==> config.mk <==
export PLATFORM = sky130hd
export DESIGN_NAME = filtrodown_seq
export DESIGN_NICKNAME = d
export VERILOG_FILES = /design/src/rtl/filtro_pkg.sv /design/src/rtl/filtro_janela.sv /design/src/rtl/filtrodown_seq.sv
export SDC_FILE = /design/constraint.sdc
export NUM_CORES = 1
export LEC_CHECK = 0
export CORE_ASPECT_RATIO = 1.1
export CORE_MARGIN = 2
export CORE_UTILIZATION = 35
export CTS_CLUSTER_SIZE = 25
export DETAILED_ROUTE_END_ITERATION = 8
export GPL_TIMING_DRIVEN = 1
export PLACE_DENSITY = 0.62
export SKIP_LAST_GASP = 1
export SYNTH_ARGS = -nofsm -noshare
export SYNTH_HDL_FRONTEND = slang
export SYNTH_SLANG_ARGS = --single-unit
export TNS_END_PERCENT = 5
==> constraint.sdc <==
create_clock -name clock -period 1.8 [get_ports clock]
set_input_delay 0.36 -clock clock [delete_from_list [all_inputs] [get_ports clock]]
set_output_delay 0.36 -clock clock [all_outputs]
set_load 0.02 [all_outputs]
==> src/rtl/filtro_pkg.sv <==
// Shared definitions for the filtrodown sequencer: FSM states, window geometry
// and the sample width derived from the base data width.
package filtro_pkg;

    typedef enum logic [2:0] {
        S_IDLE,
        S_PRIME,
        S_FILL,
        S_FIRE,
        S_WAIT,
        S_OUT,
        S_ADV
    } state_t;

    localparam int NTAPS  = 7;
    localparam int CENTER = 3;
    localparam int DECIM  = 2;

    function automatic int W(input int dw);
        return dw + 2;
    endfunction

endpackage

==> src/rtl/filtro_janela.sv <==
// Seven-entry sample window; entry 0 is the oldest sample, entry NTAPS-1 the newest.
module filtro_janela
    import filtro_pkg::*;
#(
    parameter int SW = 10
) (
    input  logic                        clock,
    input  logic                        reset,
    input  logic                        load,
    input  logic                        shift,
    input  logic                        repl,
    input  logic [SW-1:0]               din,
    output logic [NTAPS-1:0][SW-1:0]    win
);

    always_ff @(posedge clock or negedge reset) begin
        if (!reset) begin
            win <= '0;
        end else if (load) begin
            win <= {NTAPS{din}};
        end else if (shift) begin
            for (int i = 0; i < NTAPS - 1; i++) win[i] <= win[i+1];
            // Replication re-enters the newest sample to pad past the line end.
            win[NTAPS-1] <= repl ? win[NTAPS-1] : din;
        end
    end

endmodule

==> src/rtl/filtrodown_seq.sv <==
// Line sequencer for the 7-tap decimating filter: builds edge-replicated windows,
// fires the filter once per window and hands out one result per two input samples.
module filtrodown_seq
    import filtro_pkg::*;
#(
    parameter int DATA_WIDTH = 8,
    parameter int LINE_LEN   = 16,
    parameter int FILT_LAT   = 1
) (
    input  logic                              clock,
    input  logic                              reset,
    input  logic                              start,
    input  logic                              in_valid,
    input  logic signed [W(DATA_WIDTH)-1:0]   in_data,
    output logic                              in_ready,
    output logic signed [W(DATA_WIDTH)-1:0]   tap0,
    output logic signed [W(DATA_WIDTH)-1:0]   tap1,
    output logic signed [W(DATA_WIDTH)-1:0]   tap2,
    output logic signed [W(DATA_WIDTH)-1:0]   tap3,
    output logic signed [W(DATA_WIDTH)-1:0]   tap4,
    output logic signed [W(DATA_WIDTH)-1:0]   tap5,
    output logic signed [W(DATA_WIDTH)-1:0]   tap6,
    output logic                              filt_enable,
    input  logic signed [W(DATA_WIDTH)-1:0]   filt_out,
    output logic                              out_valid,
    output logic signed [W(DATA_WIDTH)-1:0]   out_data,
    input  logic                              out_ready,
    output logic                              busy,
    output logic                              line_done
);

    localparam int SW  = W(DATA_WIDTH);
    localparam int ICW = $clog2(LINE_LEN + 1);
    localparam int OCW = $clog2(LINE_LEN / DECIM);
    localparam int WCW = (FILT_LAT > 1) ? $clog2(FILT_LAT) : 1;

    localparam logic [ICW-1:0] IN_LAST  = ICW'(LINE_LEN);
    localparam logic [OCW-1:0] OUT_LAST = OCW'(LINE_LEN / DECIM - 1);
    localparam logic [WCW-1:0] W_LAST   = WCW'(FILT_LAT - 1);

    state_t               state;
    logic [ICW-1:0]       in_cnt;
    logic [OCW-1:0]       out_cnt;
    logic [1:0]           sh_cnt;
    logic [WCW-1:0]       w_cnt;
    logic [NTAPS-1:0][SW-1:0] win;

    logic xfer, repl_step, win_load, win_shift;

    assign in_ready  = (state == S_PRIME) || (state == S_FILL) ||
                       ((state == S_ADV) && (in_cnt < IN_LAST));
    assign xfer      = in_valid && in_ready;
    assign repl_step = (state == S_ADV) && (in_cnt >= IN_LAST);
    assign win_load  = (state == S_PRIME) && xfer;
    assign win_shift = ((state == S_FILL) && xfer) ||
                       ((state == S_ADV) && (xfer || repl_step));

    filtro_janela #(.SW(SW)) u_janela (
        .clock (clock),
        .reset (reset),
        .load  (win_load),
        .shift (win_shift),
        .repl  (repl_step),
        .din   (in_data),
        .win   (win)
    );

    assign tap0 = win[0];
    assign tap1 = win[1];
    assign tap2 = win[2];
    assign tap3 = win[3];
    assign tap4 = win[4];
    assign tap5 = win[5];
    assign tap6 = win[6];

    always_ff @(posedge clock or negedge reset) begin
        if (!reset) begin
            state       <= S_IDLE;
            in_cnt      <= '0;
            out_cnt     <= '0;
            sh_cnt      <= '0;
            w_cnt       <= '0;
            out_data    <= '0;
            filt_enable <= 1'b0;
            out_valid   <= 1'b0;
            busy        <= 1'b0;
            line_done   <= 1'b0;
        end else begin
            filt_enable <= 1'b0;
            line_done   <= 1'b0;
            case (state)
                S_IDLE: begin
                    // A start coinciding with the done pulse belongs to the old line.
                    if (start && !line_done) begin
                        state   <= S_PRIME;
                        in_cnt  <= '0;
                        out_cnt <= '0;
                        busy    <= 1'b1;
                    end
                end
                S_PRIME: begin
                    if (xfer) begin
                        in_cnt <= ICW'(1);
                        sh_cnt <= '0;
                        state  <= S_FILL;
                    end
                end
                S_FILL: begin
                    if (xfer) begin
                        in_cnt <= in_cnt + 1'b1;
                        if (sh_cnt == 2'd2) begin
                            sh_cnt      <= '0;
                            filt_enable <= 1'b1;
                            state       <= S_FIRE;
                        end else begin
                            sh_cnt <= sh_cnt + 1'b1;
                        end
                    end
                end
                S_FIRE: begin
                    w_cnt <= '0;
                    state <= S_WAIT;
                end
                S_WAIT: begin
                    if (w_cnt == W_LAST) begin
                        out_data  <= filt_out;
                        out_valid <= 1'b1;
                        state     <= S_OUT;
                    end else begin
                        w_cnt <= w_cnt + 1'b1;
                    end
                end
                S_OUT: begin
                    if (out_ready) begin
                        out_valid <= 1'b0;
                        if (out_cnt == OUT_LAST) begin
                            busy      <= 1'b0;
                            line_done <= 1'b1;
                            state     <= S_IDLE;
                        end else begin
                            out_cnt <= out_cnt + 1'b1;
                            sh_cnt  <= '0;
                            state   <= S_ADV;
                        end
                    end
                end
                S_ADV: begin
                    if (xfer || repl_step) begin
                        if (xfer) in_cnt <= in_cnt + 1'b1;
                        if (sh_cnt == 2'd1) begin
                            sh_cnt      <= '0;
                            filt_enable <= 1'b1;
                            state       <= S_FIRE;
                        end else begin
                            sh_cnt <= sh_cnt + 1'b1;
                        end
                    end
                end
                default: state <= S_IDLE;
            endcase
        end
    end

endmodule

==> impl_results.md <==
* CTS tree: yes
* Largest net degree at the start of global routing at 43
* DRC Markers at 0
* Number of diodes at 0
* CP startpoint kind: flop
* Post-DP Area at slightly above 6000 sq um
* Top Ports at 110
* Via-to-Cell Ratio at approximately 4.8
* Placed Cells at between 700 and 800
* Worst hold stages at 1
* Top FF cell, synth: dfrtp_1
* Layout cell share with drive strength beyond 1 at 0.184
* Outcome: finished clean
* Yosys top cell by area: dfrtp_1
* Clock Latency Late Sink at about 350 ps
* Final setup viols at 0
* Post-DRT Antenna Nets at 0
* Reg2reg setup slack at ~38 ps
* DP HPWL at approximately 7.9 mm
* Worst Path Max Fanout at 15
* Tcrit/Tclk final at 0.979
* First-pass GRT wire length at 17.9 mm
* Req. time, crit path at slightly above 2000 ps
* Register area at 2430 sq um
* Top-count cell post-synth: dfrtp_1
* Combinational power share at 0.532
* Post-synthesis simple-gate area fraction at 0.0692
* Clock network fraction of total power at 0.156
* Fill count at 1219
* Chip width at around 110 um
* Maximum VDD drop at around 750 uV
* Async S/R FF share, synth at 1.00
* Minimum clock period at approximately 1800 ps
* Fmax at 567 MHz
* Seq pwr share at 0.311
* GRT Total Usage at 0.158
* Synthesized area per cell at 11.0 sq um
* Post-Synth Adder-Cell Area at 0.00802
* R2r worst-path depth at 6
* Worst slew pin tran at around 440 ps
* Final wirelength at between 10 and 15 mm
* Clock transition at path regs at approximately 70 ps
* Mapped Cells at about 430
* Worst path arrival time at roughly 2000 ps
* Max Transition Viols Final at 0
* Clock Skew at ~8.2 ps
* Initial antenna violation count at 0
* WS Path Type: reg -> reg
* Unrepaired setup endpoints after global routing: true
* Area Overhead vs Synth at 40.1%
* Mux share of post-synthesis cell area at 0.195
* Drt initial violations at 202
* Area of the multi-input gates at between 1500 and 2000 sq um
* Post-route insts no fill at approximately 730
* Pwr Total at around 13 mW
* Slew headroom at 0.709
* Commonest cells post-synth: dfrtp_1, a21oi_1, inv_1
* Placeable Area at 13200 sq um
* Starting Density at 0.356
* Syn nets at around 450
* Switching part of the total at 0.386
* Critical Path End Type: flop
* Final #Nets at roughly 590
* Hold Path Sink: out_valid$_DFFE_PN0P_
* Row cnt at 44
* PwrDens at between 1500 and 2000 nW/um^2
* I/O Buffers at around 110
* Yosys reg bits at between 90 and 100
* Final hold violations at 0
* Root Buffer: clkbuf_16
* Die Span Y at 125 um
* Largest family of logic cells by synthesized area: multiplexers
* Initial DRT Pass Iterations at 4
* Fin Hold WS at just under 500 ps
* Synth Area in Compound Gates at 0.122
* Psw at ~4.9 mW
* Internal Power at just under 8 mW
* Worst Min Path Start: out_valid$_DFFE_PN0P_
* Min-Delay Path Class: reg -> reg
* R2R Path Start: state[2]$_DFFE_PN0P_
* Post-synthesis sequential area ratio at 0.518
* Synth Warn # at 0
* Largest cells by area after synthesis: dfrtp_1, mux2i_1, a21oi_1
* Worst reg2reg endpoint: out_cnt[0]$_DFFE_PN0P_
* Global placer's final weighted congestion at ~0.83
* Post-Synth XOR/XNOR Area at 0
* Sink Count at 97
* Vias in the first global route at about 3600
* Max cap viols at 0
* Maximum clock path buffer count at 2
* Yosys top cell area share at 0.518
* Via Count at 3518
* EDFF count, synth at 0
* Die area at 14300 sq um
* TritonCTS Buffers at 9
* H-tree depth at 3
* Distinct cell type count after synthesis at 51
* LEAKAGE at 2.91 nW
* Mapped Area at 4680 sq um
* Fin area at 6560 sq um
* Post-DR wirelength/cell at around 15 um
* Total gr overflow at 0
==> power by group through the flow <==
stage	combinational [mW]	clock, mW	sequential (mW)
after CTS	6.81	2.04	3.94
after global placement	6.61	0	3.93
after global routing	7.28	2.13	4.07
after floorplan	2.87	0	4.82
after detailed placement	6.75	0	3.96
final	6.74	1.98	3.94
==> timing repair <==
item,in CTS,in global routing
cloned,0,0
pin swaps,1,0
hold buffers,1,0
buffers inserted,1,0
endpoints found under the hold margin,27,0
setup endpoints to repair,1,30
gates resized for setup,7,1
==> cell families after synthesis <==
kind of cell,count (synthesis)
AO/OA/AOI/OAI,97
flip-flops,97
buffers and inverters,92
multiplexers,86
AND/OR/NAND/NOR,51
adder cells (fa/ha/maj),3
==> worst max-delay path by stage <==
stage / start / endpoint / slack [ps]
final: state[2]$_DFFE_PN0P_ / out_cnt[0]$_DFFE_PN0P_ / 40
after global routing: state[2]$_DFFE_PN0P_ / out_data[8]$_DFFE_PN0P_ / -30
after CTS: u_janela.win[52]$_DFFE_PN0P_ / tap5[2] / 30
after detailed placement: in_valid / u_janela.win[11]$_DFFE_PN0P_ / -210
after global placement: in_valid / u_janela.win[7]$_DFFE_PN0P_ / -170
after floorplan: line_done$_DFF_PN0_ / in_cnt[0]$_DFFE_PN0P_ / 160
==> final cells by class <==
cell class / count / area share
clock buffers: 11 / 0.0370
clock inverters: 5 / 0.00953
inverters: 62 / 0.0355
multi-input cells: 237 / 0.285
flip-flops and latches: 97 / 0.370
well taps: 161 / 0.0307
repair buffers: 153 / 0.232
==> state kept, by name (all words and copies together), names as in the netlist <==
name / flops
in_cnt: 5
out_valid: 1
line_done: 1
out_data: 10
state: 3
u_janela.win: 70
filt_enable: 1
sh_cnt: 2
out_cnt: 3
busy: 1
==> worst max-delay path, stage by stage (launching register included) <==
cell and delay [ps]:
dfrtp_1 440, buf_4 160, buf_4 180, nor2_1 220
a221oi_2 100, o21ai_1 180, mux2_2 370
==> cell usage in the layout, fill, tap and decap left out, types with 2 or more instances in the layout <==
cell and n:
clkinvlp_4 2, mux2_2 24, nand2_1 7, inv_6 2
mux2_4 4, and3_1 3, ha_1 3, a21oi_1 66
o22a_1 3, buf_12 8, mux2i_1 58, nor2b_1 4
a21o_1 6, and2_0 3, and2_1 4, and2_4 3
o21ai_1 2, clkbuf_16 9, dfrtp_1 96, inv_1 61
buf_4 35, clkdlybuf4s50_1 107, o21ai_0 5, o211ai_1 2
nor2_1 6, a22oi_1 2, nand3_1 5, nand2b_1 3
==> metal layers <==
metal	GRT usage	routed length [um]
met5	0	0
met4	0.0638	177
met3	0.0354	418
met2	0.250	5060
met1	0.211	5110
==> stage by stage <==
stage | setup slack, ps | util | setup TNS [ps]
floorplan | 159 | - | 0
global placement | -174 | 0.473 | -5640
detailed placement | -205 | 0.473 | -7610
CTS | 32.1 | 0.498 | 0
global route | -29.2 | 0.499 | -254
finish | 37.7 | 0.499 | 0
No activity file was read; power rests on OpenSTA's default activity.
